$ cat src/rtl/tart_tx_pkg.sv
// Shared definitions for the TART TX unpacker: FSM encoding, byte width and byte-index sizing.
package tart_tx_pkg;

  typedef enum logic [1:0] {
    IDLE = 2'd0,
    SEND = 2'd1,
    DONE = 2'd2
  } state_e;

  localparam int BYTE_W = 8;

  // One extra index value leaves room for the optional parity byte.
  function automatic int idx_width(input int sample_bytes);
    return $clog2(sample_bytes + 1);
  endfunction

endpackage

$ cat src/rtl/tart_byte_serializer.sv
// Byte serializer: shifts a captured sample word out MSB-byte-first over the tx_valid/tx_ack handshake.
// Optional TX_PARITY_BYTE_EN appends the XOR of the payload bytes as a final byte.
module tart_byte_serializer
  import tart_tx_pkg::*;
#(
  parameter int SAMPLE_BYTES = 3
) (
  input  logic                           clk_i,
  input  logic                           rst_i,
  input  logic                           load_i,
  input  logic [BYTE_W*SAMPLE_BYTES-1:0] word_i,
  input  logic                           ack_i,
  output logic [BYTE_W-1:0]              byte_o,
  output logic                           valid_o,
  output logic                           last_ack_o
);

  localparam int W     = BYTE_W * SAMPLE_BYTES;
  localparam int IDX_W = idx_width(SAMPLE_BYTES);
`ifdef TX_PARITY_BYTE_EN
  localparam int LAST_IDX = SAMPLE_BYTES;
`else
  localparam int LAST_IDX = SAMPLE_BYTES - 1;
`endif

  logic [W-1:0]     shift_q, shift_d;
  logic [IDX_W-1:0] idx_q, idx_d;
  logic             valid_q, valid_d;
  logic             take;

  assign byte_o     = shift_q[W-1 -: BYTE_W];
  assign valid_o    = valid_q;
  assign take       = valid_q & ack_i;
  assign last_ack_o = take && (idx_q == IDX_W'(LAST_IDX));

`ifdef TX_PARITY_BYTE_EN
  logic [BYTE_W-1:0] par_q, par_d;

  always_comb begin
    shift_d = shift_q;
    idx_d   = idx_q;
    valid_d = valid_q;
    par_d   = par_q;
    if (load_i) begin
      shift_d = word_i;
      idx_d   = '0;
      valid_d = 1'b1;
      par_d   = '0;
    end else if (last_ack_o) begin
      valid_d = 1'b0;
    end else if (take) begin
      shift_d = shift_q << BYTE_W;
      idx_d   = idx_q + IDX_W'(1);
      par_d   = par_q ^ byte_o;
      // Final payload byte acked: the parity byte takes the top slot next.
      if (idx_q == IDX_W'(SAMPLE_BYTES - 1)) begin
        shift_d[W-1 -: BYTE_W] = par_q ^ byte_o;
      end
    end
  end

  always_ff @(posedge clk_i) begin
    if (rst_i) begin
      par_q <= '0;
    end else begin
      par_q <= par_d;
    end
  end
`else
  always_comb begin
    shift_d = shift_q;
    idx_d   = idx_q;
    valid_d = valid_q;
    if (load_i) begin
      shift_d = word_i;
      idx_d   = '0;
      valid_d = 1'b1;
    end else if (last_ack_o) begin
      valid_d = 1'b0;
    end else if (take) begin
      shift_d = shift_q << BYTE_W;
      idx_d   = idx_q + IDX_W'(1);
    end
  end
`endif

  always_ff @(posedge clk_i) begin
    if (rst_i) begin
      shift_q <= '0;
      idx_q   <= '0;
      valid_q <= 1'b0;
    end else begin
      shift_q <= shift_d;
      idx_q   <= idx_d;
      valid_q <= valid_d;
    end
  end

endmodule

$ cat src/rtl/tart_tx_unpacker.sv
// TART TX unpacker: captures SDRAM read words and plays them out byte-wise to SPI, with overrun tracking.
// Build option: define TX_PARITY_BYTE_EN to append a parity byte to every word.
module tart_tx_unpacker
  import tart_tx_pkg::*;
#(
  parameter int DATA_WIDTH   = 32,
  parameter int SAMPLE_BYTES = 3,
  parameter int COUNT_WIDTH  = 16
) (
  input  logic                   bb_clk,
  input  logic                   rst,
  input  logic                   data_out_ready,
  input  logic [DATA_WIDTH-1:0]  data_out,
  output logic [7:0]             tx_byte,
  output logic                   tx_valid,
  input  logic                   tx_ack,
  output logic                   spi_buffer_read_complete,
  output logic                   busy,
  output logic                   overrun,
  output logic [COUNT_WIDTH-1:0] overrun_count,
  output logic [COUNT_WIDTH-1:0] words_sent
);

  localparam int PW = BYTE_W * SAMPLE_BYTES;

  state_e                 state_q, state_d;
  logic                   complete_q, complete_d;
  logic                   busy_q, busy_d;
  logic                   overrun_q, overrun_d;
  logic [COUNT_WIDTH-1:0] ocount_q, ocount_d;
  logic [COUNT_WIDTH-1:0] words_q, words_d;
  logic                   load;
  logic                   last_ack;

  assign load = (state_q == IDLE) && data_out_ready;

  if (DATA_WIDTH > PW) begin : g_hi
    logic unused_hi;
    assign unused_hi = ^data_out[DATA_WIDTH-1:PW];
  end

  tart_byte_serializer #(
    .SAMPLE_BYTES(SAMPLE_BYTES)
  ) u_ser (
    .clk_i     (bb_clk),
    .rst_i     (rst),
    .load_i    (load),
    .word_i    (data_out[PW-1:0]),
    .ack_i     (tx_ack),
    .byte_o    (tx_byte),
    .valid_o   (tx_valid),
    .last_ack_o(last_ack)
  );

  always_ff @(posedge bb_clk) begin
    if (rst) begin
      state_q    <= IDLE;
      complete_q <= 1'b0;
      busy_q     <= 1'b0;
      overrun_q  <= 1'b0;
      ocount_q   <= '0;
      words_q    <= '0;
    end else begin
      state_q    <= state_d;
      complete_q <= complete_d;
      busy_q     <= busy_d;
      overrun_q  <= overrun_d;
      ocount_q   <= ocount_d;
      words_q    <= words_d;
    end
  end

  always_comb begin
    state_d = state_q;
    case (state_q)
      IDLE:    if (data_out_ready) state_d = SEND;
      SEND:    if (last_ack) state_d = DONE;
      DONE:    state_d = IDLE;
      default: state_d = IDLE;
    endcase
  end

  // Outputs are computed from the next state so they land registered in the same cycle as the state.
  always_comb begin
    complete_d = (state_d == DONE);
    busy_d     = (state_d != IDLE);
    words_d    = words_q + COUNT_WIDTH'(state_d == DONE);
    overrun_d  = overrun_q;
    ocount_d   = ocount_q;
    if (data_out_ready && (state_q != IDLE)) begin
      overrun_d = 1'b1;
      if (ocount_q != '1) begin
        ocount_d = ocount_q + COUNT_WIDTH'(1);
      end
    end
  end

  assign spi_buffer_read_complete = complete_q;
  assign busy                     = busy_q;
  assign overrun                  = overrun_q;
  assign overrun_count            = ocount_q;
  assign words_sent               = words_q;

endmodule

$ cat config.mk
export PLATFORM = sky130hd
export DESIGN_NAME = tart_tx_unpacker
export DESIGN_NICKNAME = d
export VERILOG_FILES = /design/src/rtl/tart_tx_pkg.sv /design/src/rtl/tart_byte_serializer.sv /design/src/rtl/tart_tx_unpacker.sv
export SDC_FILE = /design/constraint.sdc
export NUM_CORES = 1
export LEC_CHECK = 0
export ABC_CLOCK_PERIOD_IN_PS = 6400
export BUFFER_PORTS_ARGS = -buffer_cell sky130_fd_sc_hd__buf_2
export CORE_ASPECT_RATIO = 0.7
export CORE_UTILIZATION = 40
export DETAILED_ROUTE_END_ITERATION = 12
export PLACE_DENSITY = 0.61
export SLEW_MARGIN = 20
export SYNTH_ARGS = -nofsm -noshare
export SYNTH_HDL_FRONTEND = slang
export SYNTH_SLANG_ARGS = --single-unit
$ cat constraint.sdc
create_clock -name bb_clk -period 6.4 [get_ports bb_clk]
set_clock_uncertainty 0.2 [all_clocks]
set_input_delay 1.92 -clock bb_clk [delete_from_list [all_inputs] [get_ports bb_clk]]
set_output_delay 1.92 -clock bb_clk [all_outputs]
set_load 0.01 [all_outputs]
==> results of run 1 <==
-- cells in the final DEF (no fill, tap or decap), types with 2 or more instances in the layout --
master | Yosys | layout
sky130_fd_sc_hd__and4_1 | 3 | 3
sky130_fd_sc_hd__and2_1 | 4 | 4
sky130_fd_sc_hd__dfxtp_1 | 64 | 64
sky130_fd_sc_hd__o21a_1 | 2 | 2
sky130_fd_sc_hd__xnor2_1 | 2 | 2
sky130_fd_sc_hd__nor3b_1 | 3 | 3
sky130_fd_sc_hd__clkbuf_8 | 1 | 11
sky130_fd_sc_hd__xor2_1 | 12 | 12
sky130_fd_sc_hd__nor2_1 | 46 | 46
sky130_fd_sc_hd__a21oi_1 | 15 | 15
sky130_fd_sc_hd__nand4_1 | 13 | 13
sky130_fd_sc_hd__buf_2 | 5 | 71
sky130_fd_sc_hd__nand2_1 | 10 | 10
sky130_fd_sc_hd__or4_1 | 3 | 3
sky130_fd_sc_hd__buf_4 | 8 | 3
sky130_fd_sc_hd__mux2i_1 | 18 | 18
sky130_fd_sc_hd__ha_1 | 4 | 4
sky130_fd_sc_hd__nor4_2 | 2 | 2
sky130_fd_sc_hd__o31ai_1 | 4 | 4
sky130_fd_sc_hd__nor3_1 | 9 | 9
sky130_fd_sc_hd__o21ai_0 | 5 | 5
sky130_fd_sc_hd__or3_1 | 5 | 5
sky130_fd_sc_hd__nor2b_1 | 5 | 5
sky130_fd_sc_hd__nand3_1 | 7 | 7
sky130_fd_sc_hd__and3_1 | 2 | 2
sky130_fd_sc_hd__a22oi_1 | 8 | 8
sky130_fd_sc_hd__a211oi_1 | 17 | 17
-- cells by family (layout without fill, tap and decap cells) --
family                     count (synthesis)  after routing
buffers and inverters                     29             87
AOI/OAI and AO/OA                         56             56
muxes                                     19             19
xor gates and xnor gates                  14             14
DFF                                       64             64
adders and majority gates                  4              4
and+or+nand+nor                          123            123
-- final timing paths --
kind	endpoint	slack, ps	cells after the start	start
worst max-delay path	words_sent[15]$_SDFF_PP0_	2710	8	tx_ack
worst min-delay path	overrun$_SDFFE_PP0P_	280	2	overrun$_SDFFE_PP0P_
worst max register to register	words_sent[15]$_SDFF_PP0_	3830	9	u_ser.idx_q[0]$_SDFFE_PP0P_
worst min register to register	overrun$_SDFFE_PP0P_	280	2	overrun$_SDFFE_PP0P_
-- cell usage after synthesis (all sizes together), types with 4 or more instances --
cell / count / area share
dfxtp: 64 / 0.45
nor2: 46 / 0.061
mux2i: 18 / 0.063
a211oi: 17 / 0.045
a21oi: 15 / 0.026
buf: 15 / 0.038
clkbuf: 13 / 0.021
nand4: 13 / 0.029
xor2: 12 / 0.037
nand2: 10 / 0.013
nor3: 9 / 0.016
a22oi: 8 / 0.021
nand3: 8 / 0.016
o21ai: 6 / 0.012
or3: 6 / 0.014
nor2b: 5 / 0.011
and2: 4 / 0.0088
ha: 4 / 0.018
o31ai: 4 / 0.011
-- critical path: stages --
cell,delay (ps)
sky130_fd_sc_hd__buf_2,90
sky130_fd_sc_hd__nand3_1,120
sky130_fd_sc_hd__nor3b_1,380
sky130_fd_sc_hd__ha_1,250
sky130_fd_sc_hd__and2_1,230
sky130_fd_sc_hd__nand4_1,220
sky130_fd_sc_hd__or3_1,390
sky130_fd_sc_hd__a21oi_1,130
-- routing by layer --
layer	GRT usage	vias up	part of all wire
met3	0.0670	8	0.049
li1	-	1221	-
met1	0.229	1117	0.51
met4	0.0548	0	0.011
met5	0	-	0
met2	0.254	61	0.43
-- registers in the layout (all words and copies together) (netlist names) --
| signal | count |
|---|---|
| spi_buffer_read_complete | 1 |
| u_ser.idx_q | 2 |
| overrun | 1 |
| u_ser.shift_q | 24 |
| overrun_count | 16 |
| busy | 1 |
| u_ser.valid_o | 1 |
| words_sent | 16 |
| state_q | 2 |
-- through the flow --
step / util / std cells / hold slack [ps] / power [W]
2_1_floorplan: - / 309 / 265 / 0.000475
3_3_place_gp: 0.466 / 449 / 260 / 0.000490
3_5_place_dp: 0.466 / 449 / 286 / 0.000492
4_1_cts: 0.493 / 461 / 296 / 0.000826
5_1_grt: 0.493 / 461 / 313 / 0.000854
6_report: 0.493 / 461 / 284 / 0.000815
-- cell type report --
type	count	area (sq um)
Fill cell	715	3460
Sequential cell	64	1280
Clock buffer	11	151
Multi-Input combinational cell	216	1400
Tap cell	94	118
Inverter	1	3.75
Timing Repair Buffer	74	378
Clock inverter	1	30.0
-- power by group through the flow --
| stage | registers, W | clock network, W | logic (W) |
|---|---|---|---|
| 3_5_place_dp | 0.000429 | 0 | 0.0000625 |
| 3_3_place_gp | 0.000429 | 0 | 0.0000614 |
| 6_report | 0.000420 | 0.000333 | 0.0000619 |
| 4_1_cts | 0.000420 | 0.000343 | 0.0000628 |
| 2_1_floorplan | 0.000428 | 0 | 0.0000471 |
| 5_1_grt | 0.000422 | 0.000363 | 0.0000692 |
==> impl_metrics.env, run 1 <==
export IMPL_run_status="complete, no violations"
export IMPL_power_switching_w=0.000182
export IMPL_synth_seq_cells=64
export IMPL_slew_violations=0
export IMPL_critical_path_class="in -> reg"
export IMPL_clock_sinks=64
export IMPL_critical_path_required_ps=6450
export IMPL_dp_hpwl_um=4220
export IMPL_min_period_ps=3690
export IMPL_crit_path_max_fanout=5
export IMPL_post_route_drc_count=0
export IMPL_worstSetupStartpointType="primary input"
export IMPL_power_share_sequential=0.516
export IMPL_design_core_area_sq_um=6820
export IMPL_timing_worst_slew_pin_value_ps=1070
export IMPL_post_synth_and_or_nand_nor_area_fraction=0.231
export IMPL_grt_setup_unrepaired="no"
export IMPL_place_ws_ps=2360
export IMPL_detailedRoute_firstPassIterationCount=4
export IMPL_die_w_um=103
export IMPL_postSynthNetCount=349
export IMPL_timing_fmax_mhz=271
export IMPL_clock_pin_slew_of_the_registers_on_the_worst_case_setup_and_hold_paths_ps=60
export IMPL_seq_area_frac_synth=0.449
export IMPL_worst_slew_margin_rel=0.281
export IMPL_main_combinational_cell_family_by_area_after_synthesis="simple AND/OR/NAND/NOR gates"
export IMPL_post_cts_repair_setup_buffers=0
export IMPL_floorplan_io_pins=80
export IMPL_dpl_cell_area_sq_um=3180
export IMPL_hold_path_class="reg -> reg"
export IMPL_post_route_cell_area_sq_um=3360
export IMPL_internal_power_w=0.000633
export IMPL_setup_tns_final_ps=0
export IMPL_final_setup_worst_slack_ps=2710
export IMPL_numCtsBuffers=9
export IMPL_max_cap_violations=0
export IMPL_initial_utilization=0.418
export IMPL_cts_root_buffer_cell="sky130_fd_sc_hd__clkbuf_8"
export IMPL_final_net_count=406
export IMPL_ctsHoldBuffers=0
export IMPL_power_per_cell_area_nw_per_um2=242
export IMPL_routed_via_count=2407
export IMPL_worstSetupEndpointType="flip-flop"
export IMPL_dominantRegCellSynth="sky130_fd_sc_hd__dfxtp_1"
export IMPL_route_detailed_wl_per_inst_um=13.4
export IMPL_drtAntennaViolNets=0
export IMPL_wire_length_of_the_first_global_routing_pass_um=9880
export IMPL_gp_congestion=0.760
export IMPL_min_period_over_period=0.577
export IMPL_switching_share_of_power=0.223
export IMPL_die_area_sq_um=7480
export IMPL_finalSetupViolCount=0
export IMPL_power_clock_fraction=0.408
export IMPL_postSynthAreaPerCell_sq_um=9.23
export IMPL_clk_latency_ps=330
export IMPL_buffer_ports_inserted=71
export IMPL_fraction_of_final_layout_cells_sized_beyond_drive_strength_1=0.256
export IMPL_vdd_ir_drop_worst_mv=0.0987
export IMPL_asyncSetResetFlopFracSynth=0
export IMPL_detail_route_iter0_violations=57
export IMPL_netlist_instances=309
export IMPL_grt_start_max_net_pins=43
export IMPL_clockBufferDepth=2
export IMPL_num_antenna_cells=0
export IMPL_synth_fa_ha_area_frac=0.0176
export IMPL_total_number_of_yosys_warnings=0
export IMPL_tritoncts="built"
export IMPL_syn_to_final_growth_pct=17.9
export IMPL_worst_ep_arrival_time_ps=3750
export IMPL_mappedNetlistArea_sq_um=2850
export IMPL_initial_antenna_violation_count=0
export IMPL_cts_resized=0
export IMPL_via_per_instance_ratio=5.22
export IMPL_post_synth_cell_types=47
export IMPL_grt_use_total=0.172
export IMPL_p_comb_frac=0.076
export IMPL_htree_num_levels=3
export IMPL_die_y_um=72.6
export IMPL_complex_gate_fraction_of_the_synthesized_area=0.133
export IMPL_post_synth_mux_area_share=0.0671
export IMPL_globalRouteOverflowTotal=0
export IMPL_floorplan_rows=25
export IMPL_drt_wl_total_um=6180
export IMPL_total_leakage_power_nw=1.47
export IMPL_post_synth_xor_area_fraction=0.0430
export IMPL_hold_viol_final=0
export IMPL_grt_pass1_vias=2160
export IMPL_synth_enable_flop_cells=0
No activity file was read; power rests on OpenSTA's default activity.
==> inputs of run 2 (changes only) <==
--- a/config.mk
+++ b/config.mk
@@ -5,7 +5,7 @@
 export SDC_FILE = /design/constraint.sdc
 export NUM_CORES = 1
 export LEC_CHECK = 0
-export ABC_CLOCK_PERIOD_IN_PS = 6400
+export ABC_CLOCK_PERIOD_IN_PS = 3800
 export BUFFER_PORTS_ARGS = -buffer_cell sky130_fd_sc_hd__buf_2
 export CORE_ASPECT_RATIO = 0.7
 export CORE_UTILIZATION = 40
==> constraint.sdc (replaced) <==
create_clock -name bb_clk -period 3.8 [get_ports bb_clk]
set_clock_uncertainty 0.2 [all_clocks]
set_input_delay 1.14 -clock bb_clk [delete_from_list [all_inputs] [get_ports bb_clk]]
set_output_delay 1.14 -clock bb_clk [all_outputs]
set_load 0.01 [all_outputs]
==> impl_metrics.env, run 2 (synthesis results as in run 1) <==
export IMPL_worst_ep_arrival_time_ps=2880
export IMPL_ctsHoldBuffers=0
export IMPL_min_period_over_period=0.741
export IMPL_die_area_sq_um=7480
export IMPL_layout_cells_most_common_list="sky130_fd_sc_hd__buf_2 (71), sky130_fd_sc_hd__dfxtp_1 (64), sky130_fd_sc_hd__nor2_1 (46)"
export IMPL_run_status="complete, no violations"
export IMPL_setup_tns_final_ps=0
export IMPL_worstSetupEndpointType="flip-flop"
export IMPL_die_w_um=103
export IMPL_min_period_ps=2820
export IMPL_dp_hpwl_um=4240
export IMPL_num_antenna_cells=0
export IMPL_crit_path_max_fanout=5
export IMPL_cts_root_buffer_cell="sky130_fd_sc_hd__clkbuf_8"
export IMPL_globalRouteMet2Util=0.240
export IMPL_post_cts_repair_setup_buffers=0
export IMPL_slew_violations=0
export IMPL_final_net_count=408
export IMPL_worstSetupStartpointType="primary input"
export IMPL_grt_setup_unrepaired="no"
export IMPL_globalRoute_busiestLayer="met1"
export IMPL_total_leakage_power_nw=1.47
export IMPL_hold_path_class="reg -> reg"
export IMPL_worstRegToRegCells=9
export IMPL_buffer_ports_inserted=71
export IMPL_critical_path_required_ps=3870
export IMPL_clock_pin_slew_of_the_registers_on_the_worst_case_setup_and_hold_paths_ps=70
export IMPL_design_core_area_sq_um=6820
export IMPL_tritoncts="built"
export IMPL_route_detailed_wl_per_inst_um=13.4
export IMPL_grt_pass1_vias=2053
export IMPL_numCtsBuffers=9
export IMPL_clock_sinks=64
export IMPL_drt_wl_total_um=6250
export IMPL_timing_worst_slew_pin_value_ps=1020
export IMPL_worstPathBufferInverterCount=1
export IMPL_grt_use_total=0.171
export IMPL_cts_resized=0
export IMPL_worstHoldPathCells=2
export IMPL_detail_route_iter0_violations=67
export IMPL_crit_path_max_incr_delay_ps=390
export IMPL_hold_viol_final=0
export IMPL_via_per_instance_ratio=5.16
export IMPL_htree_num_levels=3
export IMPL_initial_antenna_violation_count=0
export IMPL_design_power_total_w=0.00131
export IMPL_mostFrequentLayoutCell="sky130_fd_sc_hd__buf_2"
export IMPL_reg2reg_setup_slack_ps=1320
export IMPL_crit_reg2reg_capture="words_sent[15]$_SDFF_PP0_"
export IMPL_timing_fmax_mhz=355
export IMPL_worstHoldEndpoint="overrun$_SDFFE_PP0P_"
export IMPL_post_route_drc_count=0
export IMPL_grt_start_max_net_pins=34
export IMPL_routed_via_count=2398
export IMPL_reg2reg_from="u_ser.idx_q[0]$_SDFFE_PP0P_"
export IMPL_timing_critical_path_cells="buf_2 > nand3_1 > nor3b_1 > ha_1 > and2_1 > nand4_1 > or3_1 > a21oi_1"
export IMPL_critical_path_class="in -> reg"
export IMPL_max_cap_violations=0
export IMPL_globalRouteOverflowTotal=0
export IMPL_vdd_ir_drop_worst_mv=0.155
export IMPL_drtAntennaViolNets=0
export IMPL_worst_slew_margin_rel=0.316
export IMPL_clk_latency_ps=330
export IMPL_syn_to_final_growth_pct=17.7
export IMPL_finalSetupViolCount=0
export IMPL_initial_utilization=0.418
export IMPL_largest_register_ff_count=24
export IMPL_groute_layer_met3_usage=0.0642
export IMPL_clockBufferDepth=2
export IMPL_regMostFlops="u_ser.shift_q"
export IMPL_floorplan_rows=25
export IMPL_floorplan_io_pins=80
export IMPL_wire_length_of_the_first_global_routing_pass_um=9870
export IMPL_die_y_um=72.6
export IMPL_timing_critical_path_max_delay_family="simple AND/OR/NAND/NOR gates"
export IMPL_gp_congestion=0.765
export IMPL_hold_path_startpoint="overrun$_SDFFE_PP0P_"
export IMPL_fraction_of_final_layout_cells_sized_beyond_drive_strength_1=0.264
export IMPL_power_per_cell_area_nw_per_um2=391
export IMPL_grtUsageMet1=0.243
export IMPL_detailedRoute_firstPassIterationCount=4
export IMPL_worst_path_max_delay_cell="sky130_fd_sc_hd__or3_1"
[run 2: layout make-up]
cell class	count	area (sq um)
Clock inverter	4	22.5
Sequential cell	64	1280
Tap cell	94	118
Clock buffer	10	138
Timing Repair Buffer	76	393
Multi-Input combinational cell	216	1400
Inverter	1	3.75
Fill cell	676	3460
[run 2: power breakdown]
group          internal [W]  leakage (nW)  switching (W)  total [W]
Clock              0.000244        0.0838       0.000254   0.000497
Sequential         0.000694         0.522      0.0000136   0.000708
Combinational     0.0000485         0.865      0.0000577   0.000106
[run 2: worst reg2reg max path: stages (launching register included)]
cell	delay [ps]
sky130_fd_sc_hd__dfxtp_1	300
sky130_fd_sc_hd__inv_1	80
sky130_fd_sc_hd__ha_1	160
sky130_fd_sc_hd__nand3_1	130
sky130_fd_sc_hd__nor3b_1	320
sky130_fd_sc_hd__ha_1	240
sky130_fd_sc_hd__and2_1	230
sky130_fd_sc_hd__nand4_1	220
sky130_fd_sc_hd__or3_1	390
sky130_fd_sc_hd__a21oi_1	130
[run 2: how the worst max path moves through the flow]
| stage | from | slack, ps | endpoint | depth (start not counted) |
|---|---|---|---|---|
| floorplan | tx_ack | 1000 | words_sent[15]$_SDFF_PP0_ | 7 |
| global placement | tx_ack | 640 | words_sent[15]$_SDFF_PP0_ | 8 |
| detailed placement | tx_ack | 620 | words_sent[15]$_SDFF_PP0_ | 8 |
| CTS | tx_ack | 970 | words_sent[15]$_SDFF_PP0_ | 8 |
| global route | tx_ack | 810 | words_sent[15]$_SDFF_PP0_ | 8 |
| finish | tx_ack | 980 | words_sent[15]$_SDFF_PP0_ | 8 |
[run 2: metal layers]
layer  part of all wire  wire length (um)
met1               0.52              3280
met3              0.050               311
met4             0.0094                59
met5                  0                 0
met2               0.42              2600
[run 2: stage by stage]
step / cells / area [sq um] / worst slack (ps) / utilization / hold slack (ps)
5_1_grt: 465 / 3360 / 814 / 0.492 / 314
6_report: 465 / 3360 / 984 / 0.492 / 262
3_5_place_dp: 451 / 3200 / 623 / 0.469 / 254
3_3_place_gp: 451 / 3200 / 639 / 0.469 / 252
2_1_floorplan: 309 / 2850 / 996 / - / 265
4_1_cts: 465 / 3360 / 969 / 0.492 / 269
